[src/rtl/t04_mem_request_fsm.sv]
// Shared-port request sequencer: instruction fetch, then optional load/store, over one req/ack bus.
// Adds byte lanes, load extension, misalignment detection, a bus timeout and the core-wide freeze.
module t04_mem_request_fsm #(
    parameter int          ADDR_W    = 32,
    parameter int          TIMEOUT   = 255,
    parameter logic [31:0] NOP_INSTR = 32'h00000013
) (
    input  logic              clk,
    input  logic              rst,
    input  logic [ADDR_W-1:0] pc,
    input  logic [ADDR_W-1:0] mem_address,
    input  logic [31:0]       stored_data,
    input  logic              MemRead,
    input  logic              MemWrite,
    input  logic [1:0]        mem_size,
    input  logic              load_unsigned,
    input  logic [31:0]       mem_rdata,
    input  logic              mem_ack,
    output logic              mem_req,
    output logic              mem_we,
    output logic [ADDR_W-1:0] mem_addr,
    output logic [31:0]       mem_wdata,
    output logic [3:0]        mem_be,
    output logic [31:0]       instruction_out,
    output logic [31:0]       load_data,
    output logic              freeze,
    output logic              misaligned,
    output logic              bus_err,
    output logic [2:0]        fsm_state_o
);

    typedef enum logic [2:0] {
        IDLE  = 3'd0,
        FETCH = 3'd1,
        EXEC  = 3'd2,
        DATA  = 3'd3,
        WB    = 3'd4
    } state_t;

    localparam logic [31:0] TO_LAST = 32'(TIMEOUT - 1);

    state_t      state_q, state_d;
    logic [31:0] cnt_q, cnt_d;
    logic [31:0] instr_q, instr_d;
    logic [31:0] load_q, load_d;
    logic        bus_err_q, bus_err_d;

    logic [1:0]  lane;
    logic        is_byte, is_half, is_word;
    logic        misalign_c;
    logic [3:0]  be_c;
    logic [31:0] wdata_c;
    logic [31:0] shifted;
    logic [31:0] load_ext;
    logic        timeout_hit;
    logic        pc_lo_unused;

    // Fetches are always word-aligned; the low PC bits carry no meaning here.
    assign pc_lo_unused = ^pc[1:0];

    assign lane    = mem_address[1:0];
    assign is_byte = (mem_size == 2'b00);
    assign is_half = (mem_size == 2'b01);
    assign is_word = !is_byte && !is_half;

    assign misalign_c = (is_half && lane[0]) || (is_word && (lane != 2'b00));

    always_comb begin
        be_c    = 4'hF;
        wdata_c = stored_data;
        if (is_byte) begin
            be_c    = 4'b0001 << lane;
            wdata_c = {4{stored_data[7:0]}};
        end else if (is_half) begin
            be_c    = 4'b0011 << lane;
            wdata_c = {2{stored_data[15:0]}};
        end
    end

    // Bring the addressed lane down to bit 0, then extend to 32 bits.
    assign shifted = mem_rdata >> {lane, 3'b000};

    always_comb begin
        load_ext = mem_rdata;
        if (is_byte) begin
            load_ext = {{24{!load_unsigned && shifted[7]}}, shifted[7:0]};
        end else if (is_half) begin
            load_ext = {{16{!load_unsigned && shifted[15]}}, shifted[15:0]};
        end
    end

    assign timeout_hit = (TIMEOUT > 0) && (cnt_q == TO_LAST);

    always_comb begin
        state_d    = state_q;
        instr_d    = instr_q;
        load_d     = load_q;
        bus_err_d  = bus_err_q;
        cnt_d      = '0;
        mem_req    = 1'b0;
        mem_we     = 1'b0;
        mem_addr   = '0;
        mem_wdata  = '0;
        mem_be     = 4'h0;
        freeze     = 1'b1;
        misaligned = 1'b0;

        case (state_q)
            IDLE: begin
                state_d = FETCH;
            end
            FETCH: begin
                mem_req  = 1'b1;
                mem_be   = 4'hF;
                mem_addr = {pc[ADDR_W-1:2], 2'b00};
                if (mem_ack) begin
                    instr_d = mem_rdata;
                    state_d = EXEC;
                end else if (timeout_hit) begin
                    instr_d   = NOP_INSTR;
                    bus_err_d = 1'b1;
                    state_d   = EXEC;
                end
            end
            EXEC: begin
                if (MemRead || MemWrite) begin
                    if (misalign_c) begin
                        misaligned = 1'b1;
                        freeze     = 1'b0;
                        state_d    = FETCH;
                    end else begin
                        state_d = DATA;
                    end
                end else begin
                    freeze  = 1'b0;
                    state_d = FETCH;
                end
            end
            DATA: begin
                mem_req   = 1'b1;
                mem_we    = MemWrite;
                mem_addr  = {mem_address[ADDR_W-1:2], 2'b00};
                mem_be    = be_c;
                mem_wdata = wdata_c;
                if (mem_ack) begin
                    if (MemRead) begin
                        load_d = load_ext;
                    end
                    state_d = WB;
                end else if (timeout_hit) begin
                    load_d    = '0;
                    bus_err_d = 1'b1;
                    state_d   = WB;
                end
            end
            WB: begin
                freeze  = 1'b0;
                state_d = FETCH;
            end
            default: begin
                state_d = IDLE;
            end
        endcase

        // Counter restarts on every state change and only runs while a request is held.
        if (state_d == state_q && mem_req) begin
            cnt_d = cnt_q + 32'd1;
        end
    end

    always_ff @(posedge clk) begin
        if (rst) begin
            state_q   <= IDLE;
            cnt_q     <= '0;
            instr_q   <= '0;
            load_q    <= '0;
            bus_err_q <= 1'b0;
        end else begin
            state_q   <= state_d;
            cnt_q     <= cnt_d;
            instr_q   <= instr_d;
            load_q    <= load_d;
            bus_err_q <= bus_err_d;
        end
    end

    assign instruction_out = instr_q;
    assign load_data       = load_q;
    assign bus_err         = bus_err_q;
    assign fsm_state_o     = state_q;

endmodule

[config.mk]
export PLATFORM = sky130hd
export DESIGN_NAME = t04_mem_request_fsm
export DESIGN_NICKNAME = d
export VERILOG_FILES = /design/src/rtl/t04_mem_request_fsm.sv
export SDC_FILE = /design/constraint.sdc
export NUM_CORES = 1
export LEC_CHECK = 0
export BUFFER_PORTS_ARGS = -buffer_cell sky130_fd_sc_hd__buf_2
export CAP_MARGIN = 10
export CORE_MARGIN = 5
export CORE_UTILIZATION = 40
export CTS_BUF_LIST = sky130_fd_sc_hd__clkbuf_4
export CTS_CLUSTER_DIAMETER = 30
export DETAILED_ROUTE_END_ITERATION = 12
export PLACE_DENSITY = 0.73
export SLEW_MARGIN = 10
export SYNTH_ARGS = -nofsm -noshare
export SYNTH_HDL_FRONTEND = slang
export SYNTH_SLANG_ARGS = --single-unit
[constraint.sdc]
create_clock -name clk -period 2.2 [get_ports clk]
set_clock_uncertainty 0.2 [all_clocks]
set_input_delay 0.11 -clock clk [delete_from_list [all_inputs] [get_ports clk]]
set_output_delay 0.11 -clock clk [all_outputs]
set_load 0.005 [all_outputs]
# Word level (Yosys, flattened, before mapping)
# Cells that the tools add are included.
# W data, S select, Z words.
# totals
word_cells	69
inputBits	136
ff_bits	100
out_inout_bits	140
# op_classes
reduce_logical	21
bitwise	2
shifts	3
n_eq_ne	8
n_addsub	1
n_mux	29
# ops
cell	n
$mux W32	10
$pmux W32 S2	1
$add A32 B1 Y32 const B	1
$eq A32 B8 Y1 const B	1
$shr A32 B5 Y16	1
$mux W3	5
$pmux W3 S4	1
$mux W4	2
$pmux W4 S2	1
$mux W1	7
$eq A3 B2 Y1 const B	2
$logic_and A1 B1 Y1	6
$reduce_and A3 Y1	2
$reduce_or A2 Y1	3
$reduce_bool A2 Y1	2
$shl A1 B2 Y4 const A	1
$shl A2 B2 Y4 const A	1
$eq A3 B1 Y1 const B	1
$eq A3 B3 Y1	1
$eq A3 B3 Y1 const B	1
$logic_not A1 Y1	3
$logic_not A3 Y1	1
$eq A2 B1 Y1 const B	1
$logic_not A2 Y1	1
other kinds (6)	8

# Logic depth before layout (Yosys ltp)
# Gate-level depths: netlist of the first run.
# depth
depth_word	12
ltp_mapped	9
depth_no_buf	7

# Worst setup path before layout of the first run
# OpenSTA, ideal clock, no wires.
# synth_path
path_kind	reg-to-reg
start	reg cnt_q[0]
end	reg instr_q[22], in the netlist instruction_out[22]
required_ps	1883
synth_period_minus_slack_ps	2112
stages_incl_launch_ff	10
slack_ps	88
setup_ps	117
path_buffers	2
arrival_ps	1795
path_cell_list	dfxtp_1 > inv_1 > ha_1 > nor4b_2 > nand4_1 > o31ai_4 > a21oi_2 > buf_6 > buf_6 > a22o_1
# synth_between
elab_chain_len	3
# synth_lines
item	line	text
start, declared	43	logic [31:0] cnt_q, cnt_d;
start signal, assigned	180	cnt_q <= cnt_d;
$eq A32 B8 Y1	92	assign timeout_hit = (TIMEOUT > 0) && (cnt_q == TO_LAST);
$reduce_bool A2 Y1 (no source line)	n/a	
$reduce_and A2 Y1 (no source line)	n/a	
end signal, assigned	181	instr_q <= instr_d;
end, declared	44	logic [31:0] instr_q, instr_d;
# No other way between the ends.
# A chain may end at the register's enable or synchronous reset.

# Final worst setup path of the first run
# layout_path
start	reg cnt_q[0]
end	reg instr_q[5], in the netlist instruction_out[5]
# Same word-level chain as after synthesis.

==> impl_metrics.yaml, run 1 <==
die:
  pin_count: 276
  fp.dieW_um: 126.6
  die_h_um: 126.6
  num_rows: 42
  die_area_um2: 16020
  core_um2: 13300
  initial_core_util: 0.4087
grt:
  gr-usage-all-layers: 0.2323
  antenna_found_initial: 1
  grt_overflow_total: 0
  grt_pass1_wl_um: 30520
  grt_pass1_vias: 5758
  grt_max_degree: 38
placed_design:
  portBuffers: 271
  dpl.cell_count: 1088
  dp_slack_ns: 0.02724
  hpwl_um: 14680
  gp_congestion: 0.9312
worst_setup_path:
  critPathMaxFanout: 29
  worstPathRequired_ns: 2.37
  path_cells: "inv_1, ha_1, nor4b_2, nand4_1, buf_4, o31ai_4, a21oi_2, buf_12, a22o_1"
  critical_path_class: "reg2reg"
  critical_path_arrival_ns: 2.32
  crit_path_end_kind: "flop"
  cpPeakStageDelay_ns: 0.35
  cpMaxStageDelayCell: "dfxtp_2"
  crit_path_start_kind: "flop"
  crit_family: "compound AO/OA/AOI/OAI gates"
  path_buf_inv: 3
drt:
  drtAntennaViolNets: 0
  viasPerCell: 5.351
  drt-initial-drc-count: 408
  num_vias: 6132
  remaining_drc_errors: 0
  dr.pass1.iters: 5
  drt-total-wl_um: 19640
  routedWlPerCell_um: 17.14
logic_synthesis:
  synth_adder_area_share: 0.01382
  synthXorXnorAreaFrac: 0.04997
  synth_area_um2: 5434
  async_reset_ff_frac: 0
  ys_ff_latch: 100
  yosysTopAreaCell: "dfxtp_1"
  synth_cell_type_count: 51
  synth_edf_count: 0
  ys_warn_count: 0
  yosys-top-cells-area: "dfxtp_1 37%, mux2i_1 11%, nor2_1 8.3%"
  avgSynthCellArea_um2: 8.399
  synth_top_family_by_area: "simple AND/OR/NAND/NOR gates"
  yosysTopAreaCellShare: 0.3684
  synth_cells: 647
  synth_simple_gate_area_frac: 0.2335
  ys_seq_area_frac: 0.3684
  muxShareOfSynthArea: 0.1165
  synthFlopType: "dfxtp_1"
  synth_compound_area_frac: 0.1706
flow_run:
  drv_cap: 0
run_status:
  status: "completed"
cells_and_area:
  multi_input_area_um2: 3216
  area_delta_synth_final_pct: 43.01
  num-fill-cells: 1174
  post-route-util: 0.5845
  final_common_cell: "buf_2"
  fin_nets: 1106
  layout-drive-gt1-share: 0.3602
  final_cell_mix: "271 x buf_2, 120 x nor2_1, 94 x dfxtp_1, 61 x mux2i_1, 41 x nand2_1"
  stdcell_count: 1146
  regArea_um2: 2012
cts:
  clock_path_buffers: 2
  cts_buffers: 9
  cts_sinks: 100
  clock_latency_ns: 0.47
  htreeDepth: 3
  clockRootBuffer: "clkbuf_4"
  cts_tree: "yes"
  path_clk_slew_ns: 0.18
sta:
  setup-tns-final_ns: 0
  fin_crit_ns: 2.142
  setup_viol_count_final: 0
  finalWorstSetupSlack_ns: 0.05829
  whs_ns: 0.002507
  worstMarginPinSlew_ns: 0.6604
  relSlewSlack: 0.5597
  min_period_over_period: 0.9735
  max_freq_mhz: 466.9
  final-max-slew-violation-count: 0
  hold_violations: 0
  rsz0062_at_grt: "true"
pwr:
  power_density_nw_per_um2: 475.4
  max-vdd-ir-drop_mv: 0.3181
  power.leakage_nw: 3.685
worst_hold_path:
  holdCritPathClass: "in2reg"
per-layer routing:
| layer | vias up | track usage | wire, um |
|---|---|---|---|
| li1 | 2945 | - | - |
| met1 | 2852 | 0.3014 | 8058 |
| met2 | 299 | 0.3926 | 9381 |
| met3 | 36 | 0.03741 | 1711 |
| met4 | 0 | 0.07950 | 487 |
| met5 | - | 0 | 0 |
logic make-up (layout without fill, tap and decap cells):
kind of cell / after synthesis / in the layout
fa+ha+maj: 6 / 6
mux: 62 / 62
xor+xnor: 31 / 31
simple gates: 266 / 266
flops: 100 / 100
buf+inv: 57 / 378
other cells: 1 / 3
compound gates: 124 / 124
cell usage after synthesis, drive strengths merged, types with 2 or more instances:
| master | number |
|---|---|
| a31oi | 6 |
| nand4b | 2 |
| nand2b | 15 |
| o22ai | 3 |
| o2bb2ai | 16 |
| nand4 | 10 |
| a21boi | 2 |
| dfxtp | 100 |
| or3 | 3 |
| a21oi | 32 |
| nor4 | 9 |
| nor2 | 120 |
| buf | 24 |
| o221ai | 6 |
| mux2i | 61 |
| ha | 6 |
| xnor2 | 18 |
| nand2 | 42 |
| nand3 | 15 |
| nor3b | 2 |
| clkbuf | 24 |
| inv | 9 |
| and3 | 15 |
| a22o | 33 |
| and4 | 6 |
| nor2b | 8 |
| xor2 | 13 |
| o21ai | 8 |
| nor4b | 2 |
| and2 | 3 |
| o211ai | 7 |
| nor3 | 11 |
| a32o | 4 |
area by class of cell:
class                      count  area share
sequential                   100      0.2589
tap                          176     0.02834
antenna                        1   0.0003220
multi-input combinational    491      0.4138
inverter                       9    0.004347
clock inverter                 7     0.01111
timing repair buffer         353      0.2745
clock buffer                   9    0.008694
final timing paths:
kind                      start  depth (start not counted)  slack, ns                  to
setup / recovery       cnt_q[0]                          9       0.06  instruction_out[5]
hold / removal      mem_size[1]                          4      0.003        load_data[2]
setup reg to reg       cnt_q[0]                          9       0.06  instruction_out[5]
hold reg to reg   load_data[27]                          1       0.28       load_data[27]
flip-flops by register name, summed over array words and instances, names as in the netlist:
signal and count:
fsm_state_o 3, load_data 32, instruction_out 32, cnt_q 32, bus_err 1
power breakdown:
group | switching (mW) | internal [mW]
Combinational | 0.404 | 0.381
Clock | 0.747 | 0.287
Sequential | 0.0241 | 1.85
Total | 1.17 | 2.52
timing repair:
item / in CTS / in global routing
hold buffers: 40 / 0
setup endpoints to repair: 25 / 105
hold endpoints to repair: 66 / 0
pin swaps: 0 / 4
gates resized for setup: 8 / 9
buffers inserted: 1 / 0
metrics by stage:
step | instance area [um2] | total power, mW
finish | 7771 | 3.694
CTS | 7732 | 3.703
global route | 7771 | 3.868
floorplan | 5438 | 2.264
global placement | 7148 | 2.614
detailed placement | 7148 | 2.624
worst reg2reg max path: stages (launching register included):
cell	delay, ns
dfxtp_2	0.35
inv_1	0.05
ha_1	0.14
nor4b_2	0.20
nand4_1	0.18
buf_4	0.19
o31ai_4	0.24
a21oi_2	0.11
buf_12	0.18
a22o_1	0.21
Power figures use the tool's default switching activity.
==> run 2: changes to the inputs <==
- ABC_AREA: default -> 1
- PLACE_DENSITY: 0.73 -> 0.71
==> impl_metrics.yaml, run 2 <==
run_status:
  status: "completed"
pwr:
  max-vdd-ir-drop_mv: 0.5276
  p_seq_frac: 0.491
  p_int_mw: 2.688
  power_density_nw_per_um2: 472.8
  power.leakage_nw: 3.888
  p_total_mw: 3.810
  switching_share: 0.2946
  p_switching_mw: 1.123
  pwr-share-comb: 0.207
  p_clk_frac: 0.301
logic_synthesis:
  synth_area_um2: 5821
  synth_cells: 906
  ys_warn_count: 0
  synthFlopType: "dfxtp_1"
  yosysMostFrequentCell: "nand2_1"
  avgSynthCellArea_um2: 6.424
  async_reset_ff_frac: 0
  synth_cell_type_count: 40
  yosysTopAreaCellShare: 0.3439
  synth_common_cells: "279 x nand2_1, 100 x dfxtp_1, 97 x a21oi_1, 90 x inv_1, 67 x nor2_1"
  ys_ff_latch: 100
  ys_seq_area_frac: 0.3439
  yosys-top-cells-area: "dfxtp_1 34%, nand2_1 18%, a21oi_1 8.3%"
  yosysTopAreaCell: "dfxtp_1"
  synth_edf_count: 0
worst_hold_path:
  holdCritPathClass: "in2reg"
sta:
  fin_crit_ns: 2.138
  hold_violations: 0
  worstMarginPinSlew_ns: 0.6911
  min_period_over_period: 0.9719
  max_freq_mhz: 467.7
  final-max-slew-violation-count: 0
  whs_ns: 0.06246
  setup_viol_count_final: 0
  relSlewSlack: 0.5393
  setup-tns-final_ns: 0
  rsz0062_at_grt: "true"
die:
  core_um2: 14420
  initial_core_util: 0.4035
  num_rows: 44
  die_h_um: 130.6
  fp.dieW_um: 130.6
  pin_count: 276
  die_area_um2: 17060
cells_and_area:
  final_cell_mix: "279 x nand2_1, 271 x buf_2, 97 x dfxtp_1, 96 x a21oi_1, 89 x inv_1"
  stdcell_count: 1395
  post-route-util: 0.5587
  area_delta_synth_final_pct: 38.46
  layout-drive-gt1-share: 0.2898
  final_common_cell: "nand2_1"
  fin_nets: 1348
  antenna_cells: 0
worst_setup_path:
  path_cells: "inv_2, nor3_4, buf_4, o21ai_0, o21ai_1, buf_2"
  crit_path_start_kind: "flop"
  critPathMaxFanout: 4
  worstPathRequired_ns: 1.89
  cpPeakStageDelay_ns: 0.40
  critical_path_arrival_ns: 1.83
  critical_path_class: "reg2out"
  cpMaxStageDelayCell: "dfxtp_4"
  crit_path_end_kind: "primary output"
cts:
  cts_sinks: 100
  clock_path_buffers: 2
  htreeDepth: 3
  cts_tree: "yes"
  clock_latency_ns: 0.47
  path_clk_slew_ns: 0.14
  cts_buffers: 9
  clockRootBuffer: "clkbuf_4"
flow_run:
  drv_cap: 0
drt:
  dr.pass1.iters: 7
  viasPerCell: 5.159
  drtAntennaViolNets: 0
  routedWlPerCell_um: 16.11
  num_vias: 7197
  remaining_drc_errors: 0
  drt-total-wl_um: 22470
  drt-initial-drc-count: 603
grt:
  antenna_found_initial: 0
  gr-usage-all-layers: 0.2439
  grt_pass1_wl_um: 33000
  grt_overflow_total: 0
  grt_max_degree: 65
  grt_pass1_vias: 6307
placed_design:
  portBuffers: 271
  gp_congestion: 0.9439
  dpl.cell_count: 1335
  hpwl_um: 17060
==> run 2: changes by cell type in the layout (fill, tap and decap cells not counted), moves of 14 or more <==
cell       change
nand4_1       +16
nand2b_1      -15
o2bb2ai_1     -16
inv_1         +80
a21oi_1       +66
nand3_1       +17
nor2_1        -54
mux2i_1       -61
xnor2_1       -15
nand2_1      +238
and3_1        -14
buf_4         -15
o21ai_0       +28
==> run 2: worst max-delay path, delay by kind of cell (launching register included) <==
| family | cells | cell delay (ns) |
|---|---|---|
| and+or+nand+nor | 1 | 0.21 |
| DFF | 1 | 0.40 |
| buffers and inverters | 3 | 0.39 |
| AOI/OAI and AO/OA | 2 | 0.36 |
==> run 2: area by class of cell <==
cell class,instances,area (um2)
inverter,99,375.4
timing repair buffer,338,2041
clock buffer,9,67.56
fill,1396,6365
tap,184,230.2
clock inverter,7,105.1
sequential,100,2008
multi-input combinational,658,3232
==> run 2: power by group through the flow <==
stage / clock (mW) / sequential (mW) / combinational [mW]
global placement: 0 / 1.91 / 0.708
floorplan: 0 / 1.91 / 0.343
CTS: 1.18 / 1.87 / 0.774
finish: 1.15 / 1.87 / 0.790
global route: 1.26 / 1.88 / 0.859
detailed placement: 0 / 1.91 / 0.713
==> run 2: logic make-up (layout without fill, tap and decap cells) <==
kind of cell	Yosys count	count (layout)	synth area share
and+or+nand+nor	444	444	0.3218
AOI/OAI and AO/OA	193	193	0.1976
buffers and inverters	149	453	0.1036
DFF	100	100	0.3439
xor gates and xnor gates	13	13	0.01956
adders and majority gates	6	6	0.01290
other	1	2	0.0006443
==> run 2: final timing paths <==
path / startpoint / to / slack (ns) / cells after the start
worst min-delay path: MemWrite / fsm_state_o[1] / 0.06 / 7
worst max register to register: cnt_q[0] / cnt_q[20] / 0.21 / 9
worst max-delay path: fsm_state_o[1] / mem_be[3] / 0.06 / 6
worst min register to register: instruction_out[0] / instruction_out[0] / 0.26 / 2
==> run 2: timing repair <==
item                                   4_1_cts  5_1_grt
endpoints found under the hold margin       68        0
setup endpoints to repair                   28       39
gates cloned                                 0        1
pin swaps                                    1        1
gates resized for setup                      4        5
setup buffers                                2        2
hold buffers                                39        0
==> run 2: metrics by stage <==
step | area (um2) | setup WS, ns
2_1_floorplan | 5824 | 0.4992
3_3_place_gp | 7423 | 0.2590
3_5_place_dp | 7423 | 0.2117
4_1_cts | 8006 | 0.01841
5_1_grt | 8059 | -0.02436
6_report | 8059 | 0.06184
==> run 2: layer usage <==
metal	vias to the layer above	GRT usage	share of wire
li1	3548	-	-
met1	3273	0.3185	0.41
met2	335	0.4044	0.48
met3	41	0.05894	0.086
met4	0	0.06594	0.026
met5	-	0	0
